`src/rtl/dijkstra_controller.sv`:
```
// Dijkstra sequencing controller: drives the distance queue, pops the
// minimum unvisited node, walks its edge list and relaxes each neighbour.
module dijkstra_controller #(
  parameter int MAX_NODES   = 16,
  parameter int INDEX_WIDTH = 4,
  parameter int VALUE_WIDTH = 16
) (
  input  logic                   clock,
  input  logic                   reset,
  input  logic                   start,
  input  logic [INDEX_WIDTH-1:0] source,
  input  logic [INDEX_WIDTH-1:0] target,
  output logic                   busy,
  output logic                   done,
  output logic [VALUE_WIDTH-1:0] target_dist,
  output logic                   pq_reset,
  output logic                   pq_set_en,
  output logic [INDEX_WIDTH-1:0] pq_index,
  output logic [VALUE_WIDTH-1:0] pq_write_value,
  input  logic [VALUE_WIDTH-1:0] pq_read_value,
  input  logic [INDEX_WIDTH-1:0] pq_min_index,
  input  logic [VALUE_WIDTH-1:0] pq_min_value,
  input  logic                   pq_min_ready,
  output logic [MAX_NODES-1:0]   visited_vector,
  output logic                   visit_vector_true,
  output logic                   edge_req,
  output logic [INDEX_WIDTH-1:0] edge_node,
  output logic [INDEX_WIDTH:0]   edge_ord,
  input  logic                   edge_ack,
  input  logic                   edge_present,
  input  logic [INDEX_WIDTH-1:0] edge_dst,
  input  logic [VALUE_WIDTH-1:0] edge_weight
);

  typedef enum logic [3:0] {
    S_IDLE, S_INIT, S_SETTLE, S_WAIT_MIN, S_FETCH,
    S_READ, S_RELAX, S_FINISH, S_DONE
  } state_t;

  localparam logic [VALUE_WIDTH-1:0] INF   = '1;
  localparam logic [INDEX_WIDTH:0]   K_CAP = (INDEX_WIDTH+1)'(MAX_NODES);

  state_t r_state, w_next;

  logic [INDEX_WIDTH-1:0] r_source, r_target, r_u, r_dst;
  logic [VALUE_WIDTH-1:0] r_du, r_w, r_dv, r_target_dist;
  logic [INDEX_WIDTH:0]   r_k;
  logic [MAX_NODES-1:0]   r_visited;
  logic                   r_visit_pulse;

  logic [VALUE_WIDTH:0]   w_sum;
  logic [VALUE_WIDTH-1:0] w_sum_sat;
  logic                   w_relax_wr;
  logic                   w_terminate;

  // Saturating relaxation sum and write decision
  always_comb begin
    w_sum      = {1'b0, r_du} + {1'b0, r_w};
    w_sum_sat  = w_sum[VALUE_WIDTH] ? INF : w_sum[VALUE_WIDTH-1:0];
    w_relax_wr = (r_state == S_RELAX) && !r_visited[r_dst] && (w_sum_sat < r_dv);
    w_terminate = (pq_min_value == INF) || (pq_min_index == r_target);
  end

  // State register
  always_ff @(posedge clock) begin
    if (reset) r_state <= S_IDLE;
    else       r_state <= w_next;
  end

  // Next-state logic and queue/edge port drive
  always_comb begin
    w_next         = r_state;
    busy           = (r_state != S_IDLE);
    done           = 1'b0;
    pq_reset       = 1'b0;
    pq_set_en      = 1'b0;
    pq_index       = '0;
    pq_write_value = '0;
    edge_req       = 1'b0;
    edge_node      = '0;
    edge_ord       = '0;
    case (r_state)
      S_IDLE:     if (start) w_next = S_INIT;
      S_INIT: begin
        pq_reset = 1'b1;
        pq_index = r_source;
        w_next   = S_SETTLE;
      end
      S_SETTLE:   w_next = S_WAIT_MIN;
      S_WAIT_MIN: if (pq_min_ready) w_next = w_terminate ? S_FINISH : S_FETCH;
      S_FETCH: begin
        edge_req  = 1'b1;
        edge_node = r_u;
        edge_ord  = r_k;
        if (edge_ack) w_next = edge_present ? S_READ : S_SETTLE;
      end
      S_READ: begin
        pq_index = r_dst;
        w_next   = S_RELAX;
      end
      S_RELAX: begin
        pq_index = r_dst;
        if (w_relax_wr) begin
          pq_set_en      = 1'b1;
          pq_write_value = w_sum_sat;
        end
        w_next = (r_k == K_CAP) ? S_SETTLE : S_FETCH;
      end
      S_FINISH: begin
        pq_index = r_target;
        w_next   = S_DONE;
      end
      S_DONE: begin
        done   = 1'b1;
        w_next = S_IDLE;
      end
      default:    w_next = S_IDLE;
    endcase
  end

  // Datapath registers: request latch, popped node, edge, visited set, result
  always_ff @(posedge clock) begin
    if (reset) begin
      r_source      <= '0;
      r_target      <= '0;
      r_u           <= '0;
      r_du          <= '0;
      r_dst         <= '0;
      r_w           <= '0;
      r_dv          <= '0;
      r_k           <= '0;
      r_visited     <= '0;
      r_visit_pulse <= 1'b0;
      r_target_dist <= '0;
    end else begin
      r_visit_pulse <= 1'b0;
      case (r_state)
        S_IDLE: if (start) begin
          r_source <= source;
          r_target <= target;
        end
        S_INIT: r_visited <= '0;
        S_WAIT_MIN: if (pq_min_ready) begin
          r_u  <= pq_min_index;
          r_du <= pq_min_value;
          if (!w_terminate) begin
            r_visited[pq_min_index] <= 1'b1;
            r_visit_pulse           <= 1'b1;
            r_k                     <= '0;
          end
        end
        S_FETCH: if (edge_ack && edge_present) begin
          r_dst <= edge_dst;
          r_w   <= edge_weight;
        end
        S_READ:   r_dv <= pq_read_value;
        S_RELAX:  r_k <= r_k + 1'b1;
        S_FINISH: r_target_dist <= pq_read_value;
        default: ;
      endcase
    end
  end

  assign visited_vector    = r_visited;
  assign visit_vector_true = r_visit_pulse;
  assign target_dist       = r_target_dist;

endmodule

```
`config.mk`:
```
export PLATFORM = sky130hd
export DESIGN_NAME = dijkstra_controller
export DESIGN_NICKNAME = d
export VERILOG_FILES = /design/src/rtl/dijkstra_controller.sv
export SDC_FILE = /design/constraint.sdc
export NUM_CORES = 1
export LEC_CHECK = 0
export CAP_MARGIN = 20
export CORE_ASPECT_RATIO = 0.6
export CORE_MARGIN = 2
export CORE_UTILIZATION = 54
export CTS_CLUSTER_SIZE = 8
export DETAILED_ROUTE_END_ITERATION = 8
export GPL_TIMING_DRIVEN = 0
export PLACE_DENSITY = 0.86
export SLEW_MARGIN = 20
export SYNTH_ARGS = -nofsm -noshare
export SYNTH_HDL_FRONTEND = slang
export SYNTH_SLANG_ARGS = --single-unit
```
`constraint.sdc`:
```
create_clock -name clock -period 14.2 [get_ports clock]
set_input_delay 4.26 -clock clock [delete_from_list [all_inputs] [get_ports clock]]
set_output_delay 4.26 -clock clock [all_outputs]
set_load 0.05 [all_outputs]
```
* Yosys cells after proc, flatten, opt, wreduce, memory -nomap -nowiden
Cells that the tools add are included.
Operators by class: add/sub/neg operators 2, order comparisons 4, equal/unequal tests 15, muxes and demuxes 29, bitwise logic cells 3, reductions and logical operators 18
Operator list (count):
- 16-bit 2-to-1 mux | 5
- 16-bit one-hot mux with 2 select lines | 1
- 4-bit one-hot mux with 8 select lines | 1
- 16-bit by 16-bit adder with 17-bit output | 1
- 16-bit == test, second input constant | 1
- 4-bit by 3-bit == test with 1-bit output, second input constant | 4
- 16-bit less-than comparator | 1
- 4-bit 2-to-1 mux | 4
- 16-bit OR | 1
- 5-bit 2-to-1 mux | 3
- 4-bit one-hot mux with 3 select lines | 1
- 4-bit by 5-bit less-than comparator with 1-bit output, second input constant | 2
- 5-bit one-hot mux with 2 select lines | 1
- 3-bit AND reduction | 3
- 4-bit by 2-bit == test with 1-bit output, second input constant | 2
- 1-bit 2-to-1 mux | 8
- 2-bit inequality test, second input constant | 4
- 3-bit 2-to-1 mux | 2
- 2-bit AND reduction | 3
- 5-bit by 1-bit adder with 5-bit output, second input constant | 1
- 5-bit == test, second input constant | 1
- 1-bit binary-select mux with 4-bit select | 1
- 1-bit demux with 4-bit select | 1
- 4-bit by 1-bit == test with 1-bit output, second input constant | 1
- other kinds (13) | 18
Storage, ports and cells: flip-flop bits (word level) 106, input bits 70, output and inout port bits 67, logic and storage cells 83

* Longest topological paths before layout
Gate-level depths: netlist (run 1).
depth in word-level cells 8, mapped depth 17

* Least setup slack after synthesis (run 1)
Ideal clock, no wire load.
path kind register to output, from register r_du[11], to output pq_write_value[10], data arrival time 4.377 ns, setup slack 5.563 ns, stages on the path, launching flop included 18, cells stage by stage dfxtp_1 ha_1 clkbuf_1 a21oi_1 nand4_1 a41oi_1 clkbuf_1 nand2_1 inv_1 nand2b_1 ha_1 nand4_1 nor4_1 a2111oi_2 or4b_1 a21o_1 buf_6 a21oi_1
On the way: cells in the longest elaborated chain, start to end 6
RTL lines:
- from (decl) | RTL line 46 | logic [VALUE_WIDTH-1:0] r_du, r_w, r_dv, r_target_dist;
- from (signal assigned) | RTL line 145 | r_du <= pq_min_value;
- 16-bit by 16-bit adder with 17-bit output * | RTL line 58 | w_sum = {1'b0, r_du} + {1'b0, r_w};
- 16-bit 2-to-1 mux * | RTL line 59 | w_sum_sat = w_sum[VALUE_WIDTH] ? INF : w_sum[VALUE_WIDTH-1:0];
- 16-bit less-than comparator | RTL line 60 | w_relax_wr = (r_state == S_RELAX) && !r_visited[r_dst] && (w_sum_sat < r_dv);
- 1-bit logical AND | RTL line 60
- 16-bit 2-to-1 mux * | RTL line 103 | if (w_relax_wr) begin
- 16-bit 2-to-1 mux * | RTL line 82 | case (r_state)
- to (decl) | RTL line 19 | output logic [VALUE_WIDTH-1:0] pq_write_value,
Every way passes the cells marked *; elsewhere a longest branch is shown, timed or not.

* Final worst setup path (run 1)
from register r_du[11], to output pq_write_value[13]
Same word-level chain as after synthesis.

==> summary.md, run 1 <==
| Metric | Value |
|---|---|
| Grt total ovfl | `0` |
| Hold crit path type | `flop to flop` |
| Nets | `974` |
| Crit-path max FO | `10` |
| Dominant cell type by area after synthesis | `dfxtp_1` |
| Hold Buf Count CTS | `0` |
| Post-CTS sizing | `0` |
| Compound-gate portion of the synthesized area | `18.4%` |
| Post-Synth XOR/XNOR Area | `2.99%` |
| Simple-gate share of the synthesized area | `25.3%` |
| All-Layer GR Usage | `29.8%` |
| Clock Pin Slew Worst Setup and Hold Paths | `0.07 ns` |
| Vias per inst | `5.78` |
| 1st-iter DRT viols | `586` |
| # H-tree levels | `3` |
| Comb pwr share | `20.6%` |
| Synth Net Count | `831` |
| Top_reg_cell synth | `dfxtp_1` |
| Unique masters post-synth | `53` |
| Placed Area | `7060 µm²` |
| Top post-synthesis cells by count | `nand2_1, a21oi_1, dfxtp_1` |
| Most common cell in the netlist | `nand2_1` |
| Worst Clk Skew | `0.0108 ns` |
| Setup TNS | `0 ns` |
| Hold Slack | `0.455 ns` |
| Area contributors post-synth | `dfxtp_1, nand2_1, a21oi_1` |
| Mapped Cells | `727` |
| Least-Margin Pin Slew | `0.984 ns` |
| Die Wd | `135 µm` |
| R2R cell count | `7` |
| Die Y | `82.7 µm` |
| Outcome | `completed` |
| Skew-Pair Late Insertion Delay | `0.35 ns` |
| FP Rows | `28` |
| Endpoints failing hold | `0` |
| Number of synthesized flops with an enable pin | `0` |
| CTS tree | `built` |
| Setup Crit Path Kind | `flop to output pin` |
| Worst Setup End Kind | `output pin` |
| Setup Fix Bufs, Post-CTS | `0` |
| Drt wl/cell | `16.6 µm` |
| Crit path DAT | `5.99 ns` |
| Port bufs | `132` |
| Max Freq | `97.6 MHz` |
| Clock power frac | `35.6%` |
| Clock sink total | `106` |
| Syn_area_per_cell | `7.66 µm²` |
| Root cell of the clock tree | `clkbuf_16` |
| DRT Pass-1 Iters | `5` |
| Inserted Clock Buffers | `9` |
| CP required | `9.94 ns` |
| Vias in the first global route | `5245` |
| Async set-reset flop share out of synthesis | `0%` |
| Max IR drop VDD | `0.0000709 V` |
| Initial antenna violation count | `0` |
| DRT antenna net count | `0` |
| Pwr Total | `716 µW` |
| Switch Pwr | `214 µW` |
| WL final | `16800 µm` |
| Mux share of post-synthesis cell area | `2.31%` |
| Post-synthesis sequential area ratio | `38.1%` |
| Layout cells sized above 1 | `2.86%` |
| Post-DP HPWL | `13200 µm` |
| Slew Limit Fails | `0` |
| Sw Ratio | `29.9%` |
| Clock buffer depth | `2` |
| RSZ-0062 raised after global routing | `false` |
| Leakage | `2.81 nW` |
| Initial Util | `56.0%` |
| Int Pwr | `502 µW` |
| I/O pin total | `137` |
| Maxcap violations | `0` |
| Placeable Area | `9950 µm²` |
| Yosys top cell area share | `38.1%` |
| Max-slew headroom | `33.9%` |
| Register bit count reported by yosys | `106` |
| Area Overhead vs Synth | `32.0%` |
| Largest family of logic cells by synthesized area | `simple AND/OR/NAND/NOR gates` |
| Fin area | `7350 µm²` |
| Setup-failing EPs final | `0` |
| First-pass GRT wire length | `25500 µm` |
| Crit share post-route | `72.2%` |
| Synthesis warning total | `0` |
| GPL Wtd Cong | `0.907` |
| Reg2reg setup slack | `11.52 ns` |
| Crit start category | `flop` |
| Die ar. | `11200 µm²` |
| Post-layout minimum cycle time | `10.25 ns` |
| DRC viols | `0` |
| Sequential share of power | `43.8%` |
| N_diodes | `0` |
| Via count | `5830` |
| Final core occ | `73.9%` |
| Largest net degree at the start of global routing | `18` |
| Hold-critical path depth | `2` |
| Mapped cell area | `5570 µm²` |
| Adder-Cell Fraction of Synth Area | `7.77%` |
| Pwr dens | `97.4 nW/µm²` |
==> final timing paths <==
kind,from,to
max,r_du[11],pq_write_value[13]
min,r_u[1],r_u[1]
max reg2reg,r_state[0],visited_vector[12]
min reg2reg,r_u[1],r_u[1]
==> worst max-delay path, stage by stage, from the launching register on <==
cell and delay [ns]:
dfxtp_1 0.41, ha_1 0.25, clkbuf_1 0.19, a21oi_1 0.29, nand4_1 0.17, a41oi_1 0.32, clkbuf_1 0.38, nand2_1 0.25
inv_1 0.30, nand2_1 0.13, ha_1 0.31, nand4_1 0.18, nor4_1 0.12, a2111oi_2 0.36, or4b_1 0.47, a21o_1 0.25
buf_6 0.17, o21ba_1 0.24, clkdlybuf4s50_1 0.82
==> state kept, by name (all words and copies together) (netlist names), 5 cells and up <==
register	flops
r_dv	16
target_dist	16
visited_vector	16
r_k	5
r_w	16
r_du	16
==> power by group through the flow <==
stage	registers [mW]	logic [mW]	clock network (mW)
detailed placement	0.320	0.144	0
floorplan	0.323	0.0867	0
global placement	0.320	0.141	0
finish	0.314	0.148	0.255
global route	0.314	0.158	0.266
CTS	0.313	0.145	0.254
==> cells by family (layout without fill, tap and decap cells) <==
logic type / Yosys count / count (layout)
simple gates: 312 / 312
compound gates: 177 / 177
flops: 106 / 106
buf+inv: 72 / 219
fa+ha+maj: 34 / 34
xor+xnor: 19 / 19
mux: 7 / 7
==> layer usage <==
metal	wire length (µm)	GRT usage, %
met1	7800	42.0
met2	7080	45.7
met3	1620	6.90
met4	286	9.48
met5	0	0
==> layout make-up <==
| cell class | count | area, µm² |
|---|---|---|
| multi-input cells | 549 | 3160 |
| well taps | 135 | 169 |
| plain buffers | 41 | 169 |
| clock buffers | 11 | 233 |
| flip-flops and latches | 106 | 2120 |
| inverters | 31 | 116 |
| fillers | 751 | 2600 |
| clock inverters | 4 | 58.8 |
| repair buffers | 132 | 1320 |
==> stage by stage <==
step | worst slack, ns | instances
2_1_floorplan | 5.56 | 727
3_3_place_gp | 4.65 | 994
3_5_place_dp | 4.53 | 994
4_1_cts | 4.14 | 1009
5_1_grt | 3.64 | 1009
6_report | 3.95 | 1009
==> cells in the final DEF, fill, tap and decap left out, types with 3 or more instances in the layout <==
cell type        synthesis  layout
o211ai_1                 5       5
ha_1                    33      33
or4_1                    3       3
dfxtp_1                106     106
nor3_1                  12      12
or2_2                    5       5
a21boi_0                 3       3
and2_1                  10      10
a222oi_1                 4       4
and2b_1                  7       7
a211oi_1                 5       5
nor4_1                   3       3
inv_1                   31      31
xnor2_1                 12      12
and3_1                   6       6
o21ai_0                 14      14
a31oi_1                  7       7
nand2b_1                 6       6
xor2_1                   7       7
a21oi_1                118     118
clkdlybuf4s50_1          0     132
nor2_1                  33      33
a21o_1                   6       6
nand3_1                 22      22
nand4_1                 12      12
clkbuf_16                0       9
nand2_1                180     180
clkbuf_1                39      41
nor2b_1                  6       6
No activity file was read; power rests on OpenSTA's default activity.
==> run 2: changes to the inputs <==
Settings changed: CORE_UTILIZATION 54 to 50, PLACE_DENSITY 0.86 to 0.81.
Clock period 14.2 ns to 9.7 ns, I/O delays scaled along.
==> summary.md, run 2 (synthesis gave the netlist of run 1 again) <==
| Metric | Value |
|---|---|
| Skew-Pair Late Insertion Delay | `0.36 ns (was 0.35 ns)` |
| Leakage | `2.81 nW (about the same)` |
| Worst Setup End Kind | `output pin (unchanged)` |
| Max Freq | `112 MHz` |
| Grt total ovfl | `0 (unchanged)` |
| Die Y | `85.8 µm (was 82.7 µm)` |
| Final core occ | `68.6% (was 73.9%)` |
| Vias per inst | `5.79 (was 5.78)` |
| 1st-iter DRT viols | `511 (was 586)` |
| Hold Slack | `0.456 ns (was 0.455 ns)` |
| Clock buffer depth | `2 (unchanged)` |
| # H-tree levels | `3 (unchanged)` |
| Switch Pwr | `320 µW (was 214 µW)` |
| Setup-failing EPs final | `0 (unchanged)` |
| Via count | `5866 (was 5830)` |
| DRT Pass-1 Iters | `5 (unchanged)` |
| CP required | `6.79 ns (was 9.94 ns)` |
| Vias in the first global route | `5510 (was 5245)` |
| Maxcap violations | `0 (unchanged)` |
| Nets | `974 (unchanged)` |
| CTS tree | `built (unchanged)` |
| Max-slew headroom | `35.9% (was 33.9%)` |
| Crit path DAT | `5.99 ns (about the same)` |
| Post-layout minimum cycle time | `8.90 ns` |
| Die Wd | `140 µm (was 135 µm)` |
| Endpoints failing hold | `0 (unchanged)` |
| I/O pin total | `137 (unchanged)` |
| RSZ-0062 raised after global routing | `false (unchanged)` |
| Post-CTS sizing | `0 (unchanged)` |
| Clock power frac | `34.5% (was 35.6%)` |
| Port bufs | `132 (unchanged)` |
| Leading cell type in the layout, fill and taps excluded | `nand2_1 (unchanged)` |
| Layout cells sized above 1 | `3.09% (was 2.86%)` |
| Inserted Clock Buffers | `9 (unchanged)` |
| Crit-path max FO | `10 (unchanged)` |
| Crit share post-route | `91.7%` |
| Hold crit path type | `flop to flop (unchanged)` |
| Slew Limit Fails | `0 (unchanged)` |
| All-Layer GR Usage | `28.1% (was 29.8%)` |
| Post-DP HPWL | `13500 µm (was 13200 µm)` |
| Hold Buf Count CTS | `0 (unchanged)` |
| Outcome | `completed (unchanged)` |
| Comb pwr share | `21.0% (was 20.6%)` |
| Crit start category | `flop (unchanged)` |
| Sw Ratio | `31.1% (was 29.9%)` |
| Setup TNS | `0 ns (unchanged)` |
| Largest net degree at the start of global routing | `19 (was 18)` |
| Commonest cells after routing, fill and taps aside | `nand2_1, clkdlybuf4s50_1, a21oi_1 (unchanged)` |
| Clock sink total | `106 (unchanged)` |
| Placed Area | `7060 µm² (about the same)` |
| Sequential share of power | `44.5% (was 43.8%)` |
| Setup Crit Path Kind | `flop to output pin (unchanged)` |
| Fin area | `7340 µm² (was 7350 µm²)` |
| Placeable Area | `10700 µm² (was 9950 µm²)` |
| Clock Pin Slew Worst Setup and Hold Paths | `0.07 ns (about the same)` |
| Worst Clk Skew | `0.00568 ns (was 0.0108 ns)` |
| WL final | `17000 µm (was 16800 µm)` |
| Int Pwr | `710 µW (was 502 µW)` |
| First-pass GRT wire length | `26800 µm (was 25500 µm)` |
| Setup Fix Bufs, Post-CTS | `0 (unchanged)` |
| Area Overhead vs Synth | `31.8% (was 32.0%)` |
| Die ar. | `12000 µm² (was 11200 µm²)` |
| Least-Margin Pin Slew | `0.954 ns (was 0.984 ns)` |
| DRT antenna net count | `0 (unchanged)` |
| Initial antenna violation count | `0 (unchanged)` |
| GPL Wtd Cong | `0.937 (was 0.907)` |
| Initial Util | `52.0% (was 56.0%)` |
| Max IR drop VDD | `0.000108 V (was 0.0000709 V)` |
| DRC viols | `0 (unchanged)` |
| Drt wl/cell | `16.8 µm (was 16.6 µm)` |
| Pwr dens | `140 nW/µm² (was 97.4 nW/µm²)` |
| N_diodes | `0 (unchanged)` |
| Root cell of the clock tree | `clkbuf_16 (unchanged)` |
| FP Rows | `29 (was 28)` |
run 2: cell count changes in the layout (fill, tap and decap cells not counted):
cell	change
clkinv_2	+2
bufinv_16	-1
clkinv_4	+1
clkbuf_1	-1
run 2: metrics by stage:
step	worst slack [ns]	instances	power [mW]
floorplan	2.41	727	0.600
global route	0.510	1014	1.07
finish	0.803	1014	1.03
detailed placement	1.38	998	0.680
global placement	1.52	998	0.674
CTS	0.970	1014	1.03
run 2: worst paths after layout:
kind,slack [ns],depth (start not counted),end,startpoint
max reg2reg,7.05,7,visited_vector[2],r_state[0]
min,0.46,2,target_dist[10],target_dist[10]
max,0.80,18,pq_write_value[15],r_du[11]
min reg2reg,0.46,2,target_dist[10],target_dist[10]
run 2: power by group through the flow:
stage / combinational, mW / clock [mW] / sequential, mW
4_1_cts: 0.212 / 0.355 / 0.458
3_3_place_gp: 0.206 / 0 / 0.468
5_1_grt: 0.231 / 0.374 / 0.460
2_1_floorplan: 0.127 / 0 / 0.473
6_report: 0.217 / 0.355 / 0.459
3_5_place_dp: 0.211 / 0 / 0.469
run 2: metal layers:
| metal | part of all wire, % | track usage (%) | wire (µm) |
|---|---|---|---|
| met3 | 10 | 7.54 | 1760 |
| met2 | 42 | 42.9 | 7180 |
| met5 | 0 | 0 | 0 |
| met4 | 1.9 | 8.54 | 318 |
| met1 | 46 | 39.1 | 7760 |
run 2: layout make-up:
cell class | instances | area (µm²)
Multi-Input combinational cell | 549 | 3160
Inverter | 31 | 116
Timing Repair Buffer | 132 | 1320
Clock buffer | 10 | 229
Buffer | 41 | 169
Tap cell | 139 | 174
Clock inverter | 6 | 47.5
Fill cell | 876 | 3360
Sequential cell | 106 | 2120
run 2: worst max-delay path, cell delays in order (launching register included):
cell and delay, ns:
dfxtp_1 0.35, ha_1 0.31, clkbuf_1 0.22, a21oi_1 0.29, nand4_1 0.17, a41oi_1 0.32, clkbuf_1 0.39, nand2_1 0.27
inv_1 0.30, nand2b_1 0.11, ha_1 0.30, nand4_1 0.18, nor4_1 0.12, a2111oi_2 0.34, or4b_1 0.47, a21o_1 0.26
buf_6 0.17, o21ba_1 0.24, clkdlybuf4s50_1 0.81
